--- config.mk ---
export PLATFORM = sky130hd
export DESIGN_NAME = mul32_sched
export DESIGN_NICKNAME = d
export VERILOG_FILES = /design/src/rtl/mul32_sched.sv
export SDC_FILE = /design/constraint.sdc
export NUM_CORES = 1
export LEC_CHECK = 0
export ABC_CLOCK_PERIOD_IN_PS = 6030
export CAP_MARGIN = 10
export CORE_AREA = 10 10 177 179
export DETAILED_ROUTE_END_ITERATION = 8
export DIE_AREA = 0 0 187 189
export GPL_TIMING_DRIVEN = 0
export PLACE_DENSITY = 0.61
export SYNTH_ARGS = -nofsm -noshare
export SYNTH_HDL_FRONTEND = slang
export SYNTH_SLANG_ARGS = --single-unit
--- constraint.sdc ---
create_clock -name wb_clk_i -period 6.03 [get_ports wb_clk_i]
set_clock_uncertainty 0.05 [all_clocks]
set_input_delay 1.206 -clock wb_clk_i [delete_from_list [all_inputs] [get_ports wb_clk_i]]
set_output_delay 1.206 -clock wb_clk_i [all_outputs]
set_load 0.1 [all_outputs]
--- src/rtl/mul32_sched.sv ---
// Round-robin scheduler sharing one mul32 sequential multiplier between NREQ requesters.
// Optional WAIT-state abort counter enabled by defining MUL_TIMEOUT_EN.
module mul32_sched #(
  parameter int NREQ    = 4,
  parameter int TIMEOUT = 255
) (
  input  logic                 wb_clk_i,
  input  logic                 wb_rst_i,
  input  logic [NREQ-1:0]      req_valid,
  output logic [NREQ-1:0]      req_ready,
  input  logic [32*NREQ-1:0]   req_mc,
  input  logic [32*NREQ-1:0]   req_mp,
  output logic [NREQ-1:0]      rsp_valid,
  input  logic [NREQ-1:0]      rsp_ready,
  output logic [63:0]          rsp_p,
  output logic                 rsp_err,
  output logic [$clog2(NREQ)-1:0] grant_id,
  output logic                 busy,
  output logic                 mul_start,
  output logic [31:0]          mul_mc,
  output logic [31:0]          mul_mp,
  input  logic [63:0]          mul_p,
  input  logic                 mul_done
);

  localparam int GW = $clog2(NREQ);

  typedef enum logic [2:0] {S_IDLE, S_START, S_ARM, S_WAIT, S_RESP} state_t;

  state_t          state;
  logic [GW-1:0]   rr_ptr;
  logic            found;
  logic [GW-1:0]   gnt;
  logic            timeout_hit;

`ifdef MUL_TIMEOUT_EN
  localparam int CW = $clog2(TIMEOUT + 1);
  logic [CW-1:0] wait_cnt;
  logic          err_q;

  // Limit is reached on the TIMEOUT-th WAIT cycle; a done on that same cycle still wins.
  assign timeout_hit = (state == S_WAIT) && (wait_cnt == CW'(TIMEOUT - 1));
  assign rsp_err     = err_q;
`else
  assign timeout_hit = 1'b0;
  assign rsp_err     = 1'b0;
`endif

  // First valid requester scanning upward from rr_ptr with wrap.
  always_comb begin
    int unsigned idx;
    idx   = 0;
    found = 1'b0;
    gnt   = '0;
    for (int unsigned i = 0; i < unsigned'(NREQ); i++) begin
      idx = 32'(rr_ptr) + i;
      if (idx >= unsigned'(NREQ)) idx = idx - unsigned'(NREQ);
      if (!found && req_valid[GW'(idx)]) begin
        found = 1'b1;
        gnt   = GW'(idx);
      end
    end
  end

  assign req_ready = (state == S_IDLE && found) ? (NREQ'(1) << gnt) : '0;

  always_ff @(posedge wb_clk_i or posedge wb_rst_i) begin
    if (wb_rst_i) begin
      state     <= S_IDLE;
      rr_ptr    <= '0;
      grant_id  <= '0;
      busy      <= 1'b0;
      mul_start <= 1'b0;
      mul_mc    <= '0;
      mul_mp    <= '0;
      rsp_valid <= '0;
      rsp_p     <= '0;
`ifdef MUL_TIMEOUT_EN
      wait_cnt  <= '0;
      err_q     <= 1'b0;
`endif
    end else begin
      case (state)
        S_IDLE: begin
          if (found) begin
            mul_mc    <= req_mc[32*gnt +: 32];
            mul_mp    <= req_mp[32*gnt +: 32];
            grant_id  <= gnt;
            busy      <= 1'b1;
            mul_start <= 1'b1;
            state     <= S_START;
          end
        end
        S_START: begin
          mul_start <= 1'b0;
          state     <= S_ARM;
        end
        S_ARM: begin
`ifdef MUL_TIMEOUT_EN
          wait_cnt <= '0;
`endif
          state <= S_WAIT;
        end
        S_WAIT: begin
`ifdef MUL_TIMEOUT_EN
          wait_cnt <= wait_cnt + 1'b1;
`endif
          if (mul_done) begin
            rsp_p     <= mul_p;
            rsp_valid <= NREQ'(1) << grant_id;
`ifdef MUL_TIMEOUT_EN
            err_q     <= 1'b0;
`endif
            state     <= S_RESP;
          end else if (timeout_hit) begin
            rsp_p     <= '0;
            rsp_valid <= NREQ'(1) << grant_id;
`ifdef MUL_TIMEOUT_EN
            err_q     <= 1'b1;
`endif
            state     <= S_RESP;
          end
        end
        S_RESP: begin
          if (rsp_ready[grant_id]) begin
            rsp_valid <= '0;
            rr_ptr    <= (grant_id == GW'(NREQ - 1)) ? '0 : grant_id + 1'b1;
            busy      <= 1'b0;
            state     <= S_IDLE;
          end
        end
        default: state <= S_IDLE;
      endcase
    end
  end

endmodule
==> qor.csv <==
stage,metric,value,unit
status,outcome,completed,
global_routing,first-pass GRT wire length,59000,um
floorplan,Die Y,189,um
sta,hold slack,0.4260,ns
critical_path,Worst Setup End Kind,primary output,
critical_path,critical path class,input port to primary output,
final_layout,final core utilization,48.24,%
critical_path,R2R depth,6,
final_layout,Filler cells,2714,
global_routing,GRT Overall Usage,21.66,%
final_layout,area growth from synthesis to layout,77.24,%
critical_path,Worst Path Required,4.77,ns
critical_path,Critical Path Slowest Stage Cell,clkdlybuf4s50_1,
detailed_routing,drt initial violations,540,
detailed_routing,total wire length,40070,um
critical_path,critical path peak fanout,10,
floorplan,IO Count,472,
cts,Post-CTS Resized,0,
synth,ys async rst share,100.0,%
floorplan,Initial Util,27.22,%
synth,top_reg_cell synth,dfrtp_1,
synth,syn_nets,1223,
floorplan,Die X-Extent,187,um
synth,flop and latch count out of synthesis,141,
critical_path,critical path startpoint category,input port,
detailed_routing,Vias,8809,
final_layout,final-stage net count,1712,
detailed_routing,via/cell ratio,4.977,
floorplan,Core Footprint,27630,um^2
critical_path,Levels on crit path,7,
cts,CTS sink count,141,
final_layout,Multi-input gate area,3535,um^2
detailed_routing,wire per inst,22.64,um
sta,Peak Freq,174.7,MHz
sta,Least-Margin Pin Slew,1.116,ns
synth,Ys Warns,0,
power,PD cells,674.5,nW/um^2
critical_path,top cell family by delay on the critical path,buffers and inverters,
floorplan,num rows,61,
placement,Area after DPL,12720,um^2
min_path,Hold Crit Class,flip-flop to flip-flop,
flow_run,Max Cap Viol,0,
final_layout,post-layout instance area,13330,um^2
global_routing,vias in the first global route,9249,
placement,IO buf count,468,
synth,Post-synth EDFFs,0,
synth,Syn Inst Count,888,
placement,placed insts,1736,
power,Final Power,8990,uW
critical_path,critical-path cell list,"clkdlybuf4s50_1, buf_2, clkbuf_1, clkbuf_1, o21ai_0, nor2_1, clkdlybuf4s50_1",
global_routing,total gr overflow,0,
critical_path,crit-path max cell delay,1.15,ns
detailed_routing,# DRC,0,
synth,mean area per synthesized cell,8.468,um^2
power,maximum vdd drop,0.2563,mV
synth,Cell variety after synth,38,
cts,CTS H-tree lvls,4,
synth,"Seq/Total Area, Yosys",46.92,%
sta,crit path time final,5.726,ns
final_layout,layout cells sized above 1,5.324,%
min_path,Hold Crit Depth,2,
sta,Final Max Slew Viols,0,
cts,CTS tree,done,
cts,Post-CTS Repair Setup Buffers,0,
cts,hold_buf cts,0,
final_layout,Seq. cell area,3528,um^2
final_layout,final cell count without fillers,1770,
power,Leak,0.005616,uW
cts,worst skew pair latency,0.42,ns
sta,max_slew headroom,25.37,%
placement,RePlAce Congestion,0.8547,
critical_path,WP buf/inv,5,
cts,CTS Buf Count,17,
cts,Root Driver,clkbuf_16,
synth,area of the mapped netlist,7520,um^2
detailed_routing,DRT Pass-1 Iters,5,
cts,CTS max path bufs,2,
detailed_routing,Detail Route Antenna Nets,0,
critical_path,crit path DAT,4.47,ns
sta,number of setup violations in the final report,0,
floorplan,die area,35340,um^2
sta,fin crit share,94.95,%
cts,Worst-path clk slew,0.06,ns
global_routing,largest net degree at the start of global routing,88,
sta,RSZ-0062 raised after global routing,false,
sta,Final Hold Vio Count,0,
placement,HPWL Detailed,31460,um
global_routing,initial antenna violation count,3,
-- tightest hold or removal path: cells and delay by family (launching register included) --
| kind | cells | cell delay, ns |
|---|---|---|
| flops | 1 | 0.34 |
| simple gates | 2 | 0.11 |
-- metrics by stage --
| step | worst slack [ns] | setup TNS, ns |
|---|---|---|
| 4_1_cts | 0.3422 | 0 |
| 5_1_grt | 0.1154 | 0 |
| 6_report | 0.3043 | 0 |
| 2_1_floorplan | 0.9928 | 0 |
| 3_5_place_dp | 0.3457 | 0 |
| 3_3_place_gp | -1.554 | -216.62 |
-- synth_stat cells, drive strengths merged (5+ instances only) --
library cell | n | area share, %
a31oi | 64 | 5.3
buf | 35 | 3.1
dfrtp | 141 | 47
nor2 | 72 | 3.6
nand3 | 5 | 0.33
o211ai | 64 | 6.4
nand2 | 206 | 10
a22oi | 64 | 6.4
and3 | 65 | 5.4
o21ai | 7 | 0.57
clkbuf | 56 | 2.8
a21oi | 71 | 4.7
nand2b | 5 | 0.42
-- worst paths after layout --
| path | from | to | slack (ns) |
|---|---|---|---|
| hold / removal | rsp_p[18]$_DFFE_PP0P_ | rsp_p[18]$_DFFE_PP0P_ | 0.43 |
| setup / recovery | req_valid[2] | req_ready[2] | 0.30 |
| setup reg to reg | rr_ptr[1]$_DFFE_PP0P_ | mul_mc[10]$_DFFE_PP0P_ | 3.61 |
| hold reg to reg | rsp_p[18]$_DFFE_PP0P_ | rsp_p[18]$_DFFE_PP0P_ | 0.43 |
| min in group asynchronous | wb_rst_i | mul_mp[6]$_DFFE_PP0P_ | 1.16 |
| max in group asynchronous | wb_rst_i | rsp_valid[1]$_DFFE_PP0P_ | 3.89 |
-- cells in the final DEF (no fill, tap or decap), types with 17 or more instances in the layout --
| master | count |
|---|---|
| clkbuf_1 | 56 |
| a21oi_1 | 71 |
| nand2_1 | 206 |
| buf_2 | 20 |
| clkdlybuf4s50_1 | 468 |
| o211ai_1 | 64 |
| nor2_1 | 72 |
| and3_1 | 65 |
| clkbuf_16 | 17 |
| dfrtp_1 | 141 |
| a22oi_1 | 64 |
| a31oi_1 | 64 |
-- per-layer routing --
metal  vias to the layer above  global-route usage, %  wire, um
li1                       4152                      -         -
met2                       416                  37.81     19870
met5                         -                      0        13
met3                        47                  8.416      4004
met4                         2                  6.421       971
met1                      4192                  23.91     15210
-- power by group --
group / internal, uW / switching (uW) / leakage, uW
Sequential: 1410 / 271 / 0.00168
Combinational: 1500 / 4710 / 0.00364
Clock: 596 / 511 / 0.000298
Total: 3500 / 5490 / 0.00562
-- state kept, by name, indices dropped and copies added, names as in the netlist --
register / cells
rsp_p: 64
mul_mc: 32
mul_mp: 32
rsp_valid: 4
state: 3
grant_id: 2
rr_ptr: 2
busy: 1
mul_start: 1
-- final cells by class --
cell class,instances,share of cell area [%]
repair buffers,470,35.44
multi-input cells,652,26.52
flip-flops and latches,141,26.47
well taps,378,3.549
plain buffers,91,3.314
clock buffers,17,3.192
clock inverters,15,1.324
inverters,4,0.1502
diodes,2,0.03755
-- cells by family (layout without fill, tap and decap cells) --
kind of cell / Yosys count / count (layout) / share of synthesized area, %
other: 1 / 3 / 0.04987
and+or+nand+nor: 366 / 366 / 21.48
adders and majority gates: 4 / 4 / 0.6656
DFF: 141 / 141 / 46.92
buffers and inverters: 95 / 597 / 6.073
muxes: 3 / 3 / 0.5823
AOI/OAI and AO/OA: 278 / 278 / 24.23
(Power assumes the default switching activity.)
